### config.mk
export PLATFORM = sky130hd
export DESIGN_NAME = calc_entry_sequencer
export DESIGN_NICKNAME = d
export VERILOG_FILES = /design/src/rtl/calc_pkg.sv /design/src/rtl/decimal_digit_accumulator.sv /design/src/rtl/calc_entry_sequencer.sv
export SDC_FILE = /design/constraint.sdc
export NUM_CORES = 1
export LEC_CHECK = 0
export CORE_ASPECT_RATIO = 1.4
export CORE_MARGIN = 8
export CORE_UTILIZATION = 35
export CTS_CLUSTER_SIZE = 24
export DETAILED_ROUTE_END_ITERATION = 8
export PLACE_DENSITY_LB_ADDON = 0.3
export SYNTH_ARGS = -nofsm -noshare
export SYNTH_HDL_FRONTEND = slang
export SYNTH_SLANG_ARGS = --single-unit
### constraint.sdc
create_clock -name IN_clk -period 4.05 [get_ports IN_clk]
set_clock_uncertainty 0.05 [all_clocks]
set_input_delay 0.6075 -clock IN_clk [delete_from_list [all_inputs] [get_ports IN_clk]]
set_output_delay 0.6075 -clock IN_clk [all_outputs]
set_load 0.02 [all_outputs]
### src/rtl/calc_pkg.sv
// Shared definitions for the calculator entry front-end: key codes, one-hot
// operation encodings and the sequencer state enum.
package calc_pkg;

    localparam logic [3:0] KEY_ADD = 4'd10;
    localparam logic [3:0] KEY_SUB = 4'd11;
    localparam logic [3:0] KEY_MUL = 4'd12;
    localparam logic [3:0] KEY_EQ  = 4'd13;
    localparam logic [3:0] KEY_CLR = 4'd14;

    localparam logic [2:0] OP_NONE = 3'b000;
    localparam logic [2:0] OP_ADD  = 3'b001;
    localparam logic [2:0] OP_SUB  = 3'b010;
    localparam logic [2:0] OP_MUL  = 3'b100;

    typedef enum logic [1:0] {
        ST_ENTER_A = 2'd0,
        ST_ENTER_B = 2'd1,
        ST_CALC    = 2'd2,
        ST_SHOW    = 2'd3
    } calc_state_e;

    function automatic logic [2:0] key_to_op(input logic [3:0] key);
        case (key)
            KEY_ADD: return OP_ADD;
            KEY_SUB: return OP_SUB;
            KEY_MUL: return OP_MUL;
            default: return OP_NONE;
        endcase
    endfunction

endpackage

### src/rtl/decimal_digit_accumulator.sv
// Combinational decimal digit append: acc*10 + digit with digit-count and
// magnitude limits. The candidate is kept 20 bits wide so overflow is visible.
module decimal_digit_accumulator #(
    parameter int MAX_DIGITS  = 5,
    parameter int MAX_OPERAND = 65535
) (
    input  logic [15:0] i_acc,
    input  logic [3:0]  i_digit,
    input  logic [2:0]  i_count,
    output logic [15:0] o_next_acc,
    output logic [2:0]  o_next_count,
    output logic        o_overflow
);

    logic [19:0] w_acc_wide;
    logic [19:0] w_candidate;
    logic        w_leading_zero;

    assign w_acc_wide     = {4'b0, i_acc};
    assign w_candidate    = (w_acc_wide << 3) + (w_acc_wide << 1) + {16'b0, i_digit};
    assign w_leading_zero = (i_acc == 16'd0) && (i_digit == 4'd0);

    assign o_overflow   = (i_count == 3'(MAX_DIGITS)) || (w_candidate > 20'(MAX_OPERAND));
    assign o_next_acc   = o_overflow ? i_acc : w_candidate[15:0];
    // Leading zeros leave the count alone so "007" still allows a full operand.
    assign o_next_count = (o_overflow || w_leading_zero) ? i_count : i_count + 3'd1;

endmodule

### src/rtl/calc_entry_sequencer.sv
// Keypad-driven operand entry and result sequencing in front of the
// combinational add/sub/mul unit; latches the 32-bit result for display.
module calc_entry_sequencer
    import calc_pkg::*;
#(
    parameter int MAX_DIGITS  = 5,
    parameter int MAX_OPERAND = 65535
) (
    input  logic        IN_clk,
    input  logic        IN_rst_n,
    input  logic        IN_key_valid,
    input  logic [3:0]  IN_key_code,
    input  logic [31:0] IN_answer,
    input  logic        IN_is_negative,
    output logic [15:0] OUT_num1,
    output logic [15:0] OUT_num2,
    output logic [2:0]  OUT_operation_code,
    output logic [31:0] OUT_display,
    output logic        OUT_display_negative,
    output logic        OUT_result_valid,
    output logic        OUT_error
);

    calc_state_e r_state, w_state_nxt;
    logic [15:0] r_num1, w_num1_nxt;
    logic [15:0] r_num2, w_num2_nxt;
    logic [2:0]  r_count, w_count_nxt;
    logic [2:0]  r_op, w_op_nxt;
    logic [31:0] r_result, w_result_nxt;
    logic        r_result_neg, w_result_neg_nxt;
    logic        r_result_valid, w_result_valid_nxt;
    logic        r_error, w_error_nxt;

    logic        w_is_digit;
    logic        w_is_op;
    logic [15:0] w_acc_in;
    logic [15:0] w_acc_next;
    logic [2:0]  w_acc_count_next;
    logic        w_acc_overflow;
    logic        w_chain_ok;

    assign w_is_digit = (IN_key_code <= 4'd9);
    assign w_is_op    = (IN_key_code == KEY_ADD) || (IN_key_code == KEY_SUB) ||
                        (IN_key_code == KEY_MUL);
    assign w_acc_in   = (r_state == ST_ENTER_B) ? r_num2 : r_num1;
    assign w_chain_ok = !r_result_neg && (r_result <= 32'(MAX_OPERAND));

    decimal_digit_accumulator #(
        .MAX_DIGITS  (MAX_DIGITS),
        .MAX_OPERAND (MAX_OPERAND)
    ) u_accum (
        .i_acc        (w_acc_in),
        .i_digit      (IN_key_code),
        .i_count      (r_count),
        .o_next_acc   (w_acc_next),
        .o_next_count (w_acc_count_next),
        .o_overflow   (w_acc_overflow)
    );

    always_ff @(posedge IN_clk or negedge IN_rst_n) begin
        if (!IN_rst_n) begin
            r_state        <= ST_ENTER_A;
            r_num1         <= 16'd0;
            r_num2         <= 16'd0;
            r_count        <= 3'd0;
            r_op           <= OP_NONE;
            r_result       <= 32'd0;
            r_result_neg   <= 1'b0;
            r_result_valid <= 1'b0;
            r_error        <= 1'b0;
        end else begin
            r_state        <= w_state_nxt;
            r_num1         <= w_num1_nxt;
            r_num2         <= w_num2_nxt;
            r_count        <= w_count_nxt;
            r_op           <= w_op_nxt;
            r_result       <= w_result_nxt;
            r_result_neg   <= w_result_neg_nxt;
            r_result_valid <= w_result_valid_nxt;
            r_error        <= w_error_nxt;
        end
    end

    always_comb begin
        w_state_nxt        = r_state;
        w_num1_nxt         = r_num1;
        w_num2_nxt         = r_num2;
        w_count_nxt        = r_count;
        w_op_nxt           = r_op;
        w_result_nxt       = r_result;
        w_result_neg_nxt   = r_result_neg;
        w_result_valid_nxt = 1'b0;
        w_error_nxt        = r_error;

        if (IN_key_valid && (IN_key_code == KEY_CLR)) begin
            w_state_nxt      = ST_ENTER_A;
            w_num1_nxt       = 16'd0;
            w_num2_nxt       = 16'd0;
            w_count_nxt      = 3'd0;
            w_op_nxt         = OP_NONE;
            w_result_nxt     = 32'd0;
            w_result_neg_nxt = 1'b0;
            w_error_nxt      = 1'b0;
        end else begin
            case (r_state)
                ST_ENTER_A: begin
                    if (IN_key_valid && w_is_digit) begin
                        if (w_acc_overflow) begin
                            w_error_nxt = 1'b1;
                        end else begin
                            w_num1_nxt  = w_acc_next;
                            w_count_nxt = w_acc_count_next;
                        end
                    end else if (IN_key_valid && w_is_op) begin
                        w_op_nxt    = key_to_op(IN_key_code);
                        w_num2_nxt  = 16'd0;
                        w_count_nxt = 3'd0;
                        w_state_nxt = ST_ENTER_B;
                    end
                end
                ST_ENTER_B: begin
                    if (IN_key_valid && w_is_digit) begin
                        if (w_acc_overflow) begin
                            w_error_nxt = 1'b1;
                        end else begin
                            w_num2_nxt  = w_acc_next;
                            w_count_nxt = w_acc_count_next;
                        end
                    end else if (IN_key_valid && w_is_op && (r_count == 3'd0)) begin
                        w_op_nxt = key_to_op(IN_key_code);
                    end else if (IN_key_valid && (IN_key_code == KEY_EQ)) begin
                        w_state_nxt = ST_CALC;
                    end
                end
                ST_CALC: begin
                    w_result_nxt       = IN_answer;
                    w_result_neg_nxt   = IN_is_negative;
                    w_result_valid_nxt = 1'b1;
                    w_state_nxt        = ST_SHOW;
                end
                ST_SHOW: begin
                    if (IN_key_valid && w_is_digit) begin
                        w_num1_nxt  = {12'b0, IN_key_code};
                        w_count_nxt = {2'b0, (IN_key_code != 4'd0)};
                        w_num2_nxt  = 16'd0;
                        w_op_nxt    = OP_NONE;
                        w_state_nxt = ST_ENTER_A;
                    end else if (IN_key_valid && w_is_op) begin
                        // Chaining reuses the result as operand A only if it fits.
                        if (w_chain_ok) begin
                            w_num1_nxt  = r_result[15:0];
                            w_num2_nxt  = 16'd0;
                            w_count_nxt = 3'd0;
                            w_op_nxt    = key_to_op(IN_key_code);
                            w_state_nxt = ST_ENTER_B;
                        end else begin
                            w_error_nxt = 1'b1;
                        end
                    end
                end
                default: w_state_nxt = ST_ENTER_A;
            endcase
        end
    end

    always_comb begin
        OUT_display = {16'b0, r_num1};
        case (r_state)
            ST_ENTER_B, ST_CALC: OUT_display = {16'b0, r_num2};
            ST_SHOW:             OUT_display = r_result;
            default:             OUT_display = {16'b0, r_num1};
        endcase
    end

    assign OUT_num1             = r_num1;
    assign OUT_num2             = r_num2;
    assign OUT_operation_code   = r_op;
    assign OUT_display_negative = (r_state == ST_SHOW) && r_result_neg;
    assign OUT_result_valid     = r_result_valid;
    assign OUT_error            = r_error;

endmodule
Word-level counts from Yosys, hierarchy flattened. Index checks and enable logic that the tools add are counted.

$add $sub $neg: 3. Magnitude comparators: 3. Equal/unequal tests: 27. Muxes and demuxes: 59. Reduce and logical (&&, ||, !) cells: 30.

Operators by type and width (number): 16-bit 2-to-1 mux (13); 32-bit 2-to-1 mux (2); 32-bit one-hot mux with 2 select lines (1); 3-bit 2-to-1 mux (17); 16-bit one-hot mux with 3 select lines (1); 32-bit by 16-bit <= comparator with 1-bit output, second input constant (1); 16-bit one-hot mux with 2 select lines (1); 3-bit != test, second input constant (10); 3-bit one-hot mux with 3 select lines (3); 7-bit AND reduction (3); 19-bit by 17-bit adder with 20-bit output (1); 20-bit by 4-bit adder with 20-bit output (1); 4-bit == test, second input constant (5); 20-bit by 16-bit > comparator with 1-bit output, second input constant (1); 2-bit 2-to-1 mux (9); 16-bit logical NOT (1); 3-bit by 1-bit != test with 1-bit output, second input constant (5); 4-bit != test, second input constant (3); 1-bit 2-to-1 mux (10); 5-bit AND reduction (2); 1-bit logical AND (8); 2-bit one-hot mux with 4 select lines (1); 4-bit nonzero test (2); 6-bit AND reduction (1); other kinds (14) (20).

Register bits after elaboration: 75. Output and inout bits: 70. Logic and storage cells: 131.

Longest topological paths before layout.
Word-level depth: 12. Mapped depth: 18.

By module. From an unflattened synthesis, not the netlist that was laid out.

Cell total of the unflattened synthesis: 607. Area, all modules: 5859.4 um2.

By module, submodules not included: calc_entry_sequencer (instances 1, cells an instance 429, area an instance 4345.4 um2); decimal_digit_accumulator (instances 1, cells an instance 178, area an instance 1514.0 um2).

Worst setup path after synthesis. OpenSTA, ideal clock, no wires.

Path kind: register -> register. Start: reg r_state[1]. End: reg r_num1[0], in the netlist OUT_num1[0]. Arrival: 4.166 ns. Setup slack: -0.293 ns. Cell stages (with the launch flop): 17. Period minus slack after synthesis: 4.343 ns. Path through: dfrtp_1 inv_1 ha_1 buf_6 buf_4 mux2_2 fa_1 fa_1 a211oi_2 o21a_1 o21ai_1 a211o_1 a21oi_1 a41o_2 o21ai_4 buf_6 mux2_1.

Longest elaborated chain between the ends: 8.

Ends and longest elaborated chain: start, declared (line calc_entry_sequencer.sv:24) `calc_state_e r_state, w_state_nxt;`; start signal, assigned (line calc_entry_sequencer.sv:72) `r_state <= w_state_nxt;`; 2-bit by 1-bit == test with 1-bit output (line calc_entry_sequencer.sv:45) `assign w_acc_in = (r_state == ST_ENTER_B) ? r_num2 : r_num1;`; 16-bit 2-to-1 mux (line calc_entry_sequencer.sv:45); 19-bit by 17-bit adder with 20-bit output (line decimal_digit_accumulator.sv:20) `assign w_candidate = (w_acc_wide << 3) + (w_acc_wide << 1) + {16'b0, i_digit};`; 20-bit by 4-bit adder with 20-bit output (line decimal_digit_accumulator.sv:20); 20-bit by 16-bit > comparator with 1-bit output (line decimal_digit_accumulator.sv:23) `assign o_overflow = (i_count == 3'(MAX_DIGITS)) || (w_candidate > 20'(MAX_OPERAND));`; 1-bit logical OR (line decimal_digit_accumulator.sv:23); 3-bit != test (no line); 5-bit AND reduction (no line); end signal, assigned (line calc_entry_sequencer.sv:73) `r_num1 <= w_num1_nxt;`; end, declared (line calc_entry_sequencer.sv:25) `logic [15:0] r_num1, w_num1_nxt;`.

Parallel ways exist; a longest one is shown, timed or not. A chain may end at the register's enable or synchronous reset.

Final worst setup path.
Start: reg r_state[1]. End: reg r_num1[4], in the netlist OUT_num1[4].

Longest elaborated chain between the ends: 8.

Ends and longest elaborated chain (line): 2-bit by 1-bit == test with 1-bit output (calc_entry_sequencer.sv:45); 16-bit 2-to-1 mux (calc_entry_sequencer.sv:45); 19-bit by 17-bit adder with 20-bit output (decimal_digit_accumulator.sv:20); 20-bit by 4-bit adder with 20-bit output (decimal_digit_accumulator.sv:20); 20-bit by 16-bit > comparator with 1-bit output or 16-bit 2-to-1 mux (tied branches) (decimal_digit_accumulator.sv:23, calc_entry_sequencer.sv:108); 1-bit logical OR or 16-bit 2-to-1 mux (tied branches); 3-bit != test (no line) or 16-bit one-hot mux with 2 select lines (tied branches); 5-bit AND reduction (no line) or 16-bit 2-to-1 mux (tied branches).

Parallel ways exist; a longest one is shown, timed or not. The select of a mux whose other input is x is not followed.

==> flow_summary.toml <==
[grt]
grt_pass1_wl_um = 28430
grt_usage = 0.1836
busiest_layer = "met2"
use_met1 = 0.1993
gr-total-overflow = 0
met3_usage = 0.03782
grt_pass1_vias = 5307
antenna_found_initial = 0
met2_usage = 0.3375
grt_start_max_net_pins = 76

[worst_setup_path]
startpoint_type = "flip-flop"
cp_top_family = "compound AO/OA/AOI/OAI gates"
critPathSlowestCell = "dfrtp_1"
crit_type = "flip-flop to flip-flop"
cp_slowest_stage_delay_ns = 0.38
worstPathRequired_ns = 4.22
end_kind = "flip-flop"
arrival_ns = 4.24
path_buf_inv = 4
rrSetupSlack_ns = -0.02
crit_fanout = 6
path_cells = "inv_2, ha_4, buf_4, buf_12, mux2_2, ha_1, ha_2, nand4_1, a2111oi_4, a21oi_1, a211oi_2, nor4_4, a41o_2, o21ai_4, clkbuf_16, mux2_4"

[routing]
drt_iter0_markers = 187
vias = 5038
viasPerCell = 5.458
wl_um = 18180
postRouteAntennaNets = 0
drc_errors = 0
post_drt_wl_per_cell_um = 19.70
drtPass1Iterations = 5

[synth]
synth_seq_area_share = 0.3499
synth_nets = 659
synth_edf_count = 0
syn_inst = 578
syn-cell-area_sq_um = 5364
synth_cell_type_count = 65
syn_area_per_cell_sq_um = 9.280
synth_seq_cells = 75
ys_warn_count = 0
synth-main-ff-cell = "dfrtp_1"
async_flop_share = 1.000

[sta]
finalSetupViolations = 3
drv_slew = 0
period_share = 1.004
fmax_mhz = 246.0
tightest_slew_ns = 1.034
whs_ns = 0.3583
hold_viol = 0
relSlewSlack = 0.3105
period_minus_slack_ns = 4.066
grt_setup_unrepaired = "true"
setup_ws_ns = -0.01587

[clocking]
clkTransAtPathRegs_ns = 0.06
cts_hold_buf = 0
root_buffer = "clkbuf_16"
ctsLongestPathBuffers = 2
cts.sinks = 75
cts_buffers = 9
cts_max_level = 3
clock_latency_ns = 0.34
cts_tree = "yes"

[final_layout]
antenna_cells = 0
num-nets-final = 808
area_delta_synth_final_pct = 42.45
layout-drive-gt1-share = 0.2011
fill_cells = 1423
fin_area_sq_um = 7641

[floorplanning]
coreArea_sq_um = 14990
die_area_sq_um = 19600
die_w_um = 120.6
num_rows = 53
pin_count = 110
initial_core_util = 0.3579
fp.dieH_um = 162.5

[placement]
port_buffers = 109
gp_congestion = 0.8642
dp_hpwl_um = 13510
dpl_cell_area_sq_um = 7008

[flow_run]
drv_cap = 0

[power]
p_leak_nw = 3.356
ir_drop_mv = 0.4038
power.density_nw_per_um2 = 1066

[status]
violations = "setup timing"
status = "complete, but fails checks"

[min_path]
hold_class = "input pin to asynchronous set/reset pin"
[final timing paths]
kind	start	to	cells past startpoint
max in group asynchronous	IN_rst_n	OUT_num2[9]	1
worst min-delay path	IN_rst_n	OUT_result_valid	1
worst max-delay path	r_state[1]	OUT_num1[4]	16
min in group IN_clk	OUT_operation_code[1]	OUT_operation_code[1]	2
worst max register to register	r_state[1]	OUT_num1[4]	16
worst min register to register	OUT_operation_code[1]	OUT_operation_code[1]	2
[what timing repair did]
item / 4_1_cts / 5_1_grt
endpoints found under the setup margin: 32 / 34
setup buffers: 2 / 9
pin swaps: 0 / 20
gates resized for setup: 1 / 32
cloned: 0 / 2
[Yosys cell counts, drive strengths merged, types with 3 or more instances]
cell type / n / area (sq um)
xnor2: 7 / 61.31
o31ai: 9 / 67.56
o211ai: 3 / 22.52
o41ai: 3 / 26.28
nor3: 5 / 25.02
nand4: 7 / 65.06
nor2: 56 / 212.7
mux2: 25 / 289.0
a21oi: 26 / 130.1
a22oi: 16 / 120.1
o21ai: 42 / 229.0
a211oi: 3 / 32.53
and2: 24 / 152.6
nor4: 7 / 58.81
a211o: 4 / 35.03
dfrtp: 75 / 1877
o2bb2ai: 8 / 70.07
nor2b: 3 / 18.77
a31oi: 8 / 50.05
clkbuf: 22 / 83.83
nand3: 7 / 35.03
mux2i: 51 / 514.2
ha: 39 / 488.0
buf: 15 / 87.59
xor2: 6 / 52.55
nand2: 67 / 251.5
inv: 12 / 45.04
[worst register-to-register path: cells and delay by family, from the launching register on]
kind / cells / cell delay (ns)
buffers and inverters: 4 / 0.53
AND/OR/NAND/NOR: 2 / 0.23
adder cells (fa/ha/maj): 3 / 0.87
AO/OA/AOI/OAI: 5 / 1.23
flip-flops: 1 / 0.38
multiplexers: 2 / 0.67
[where the power goes]
part	switching [W]	total (W)	internal, W
sequential	0.000386	0.00150	0.00111
combinational	0.00304	0.00577	0.00273
clock	0.000322	0.000878	0.000556
total	0.00375	0.00815	0.00440
[cell families after synthesis]
group | Yosys count | synth area share
AO/OA/AOI/OAI | 136 | 0.1700
XOR/XNOR | 13 | 0.02123
adder cells (fa/ha/maj) | 41 | 0.09844
buffers and inverters | 49 | 0.04036
flip-flops | 75 | 0.3499
multiplexers | 76 | 0.1498
AND/OR/NAND/NOR | 188 | 0.1703
[registers in the layout, summed over array words and instances (netlist names)]
register	cells
OUT_error	1
OUT_num1	16
OUT_num2	16
OUT_operation_code	3
OUT_result_valid	1
r_count	3
r_result	32
r_result_neg	1
r_state	2
[cells in the final DEF (no fill, tap or decap), types with 4 or more instances in the layout]
cell type	Yosys	routed
o2bb2ai_1	8	8
a22oi_1	16	16
and2_1	23	23
xnor2_1	7	7
o31ai_1	9	8
a211o_1	4	4
nor4_1	6	6
mux2_4	2	13
nor3_1	5	4
xor2_1	6	6
mux2_2	22	12
dfrtp_1	75	75
nand4_1	5	5
o21ai_2	2	4
nand2_1	67	67
a31oi_1	8	7
inv_1	11	10
clkdlybuf4s50_1	0	108
clkbuf_16	0	11
o21ai_0	37	36
a21oi_1	26	20
mux2i_1	50	50
nor2_1	55	55
a21oi_2	0	4
ha_2	0	6
buf_12	0	4
nand3_1	7	7
ha_1	39	30
buf_4	1	59
[per-stage QoR]
step	worst slack (ns)	total power [W]	instances	util	setup TNS, ns
floorplan	-0.04747	0.004681	578	-	-0.09495
global placement	-0.07991	0.006674	895	0.4676	-0.8687
detailed placement	-0.08266	0.006745	895	0.4676	-1.204
CTS	0.003687	0.007740	912	0.4916	0
global route	-0.1414	0.008718	923	0.5099	-2.104
finish	-0.01587	0.008147	923	0.5099	-0.04030
[layout make-up]
| type | instances | area, sq um | share of cell area |
|---|---|---|---|
| multi-input cells | 454 | 3478 | 0.4552 |
| flip-flops and latches | 75 | 1877 | 0.2456 |
| repair buffers | 175 | 1677 | 0.2194 |
| well taps | 192 | 240.2 | 0.03144 |
| clock buffers | 10 | 239.0 | 0.03128 |
| clock inverters | 5 | 85.08 | 0.01113 |
| inverters | 12 | 45.04 | 0.005895 |
[routing by layer]
metal,part of all wire,up-vias
met2,0.53,142
li1,-,2383
met4,0.029,0
met1,0.39,2483
met3,0.053,30
met5,0,-
(Power assumes the default switching activity.)
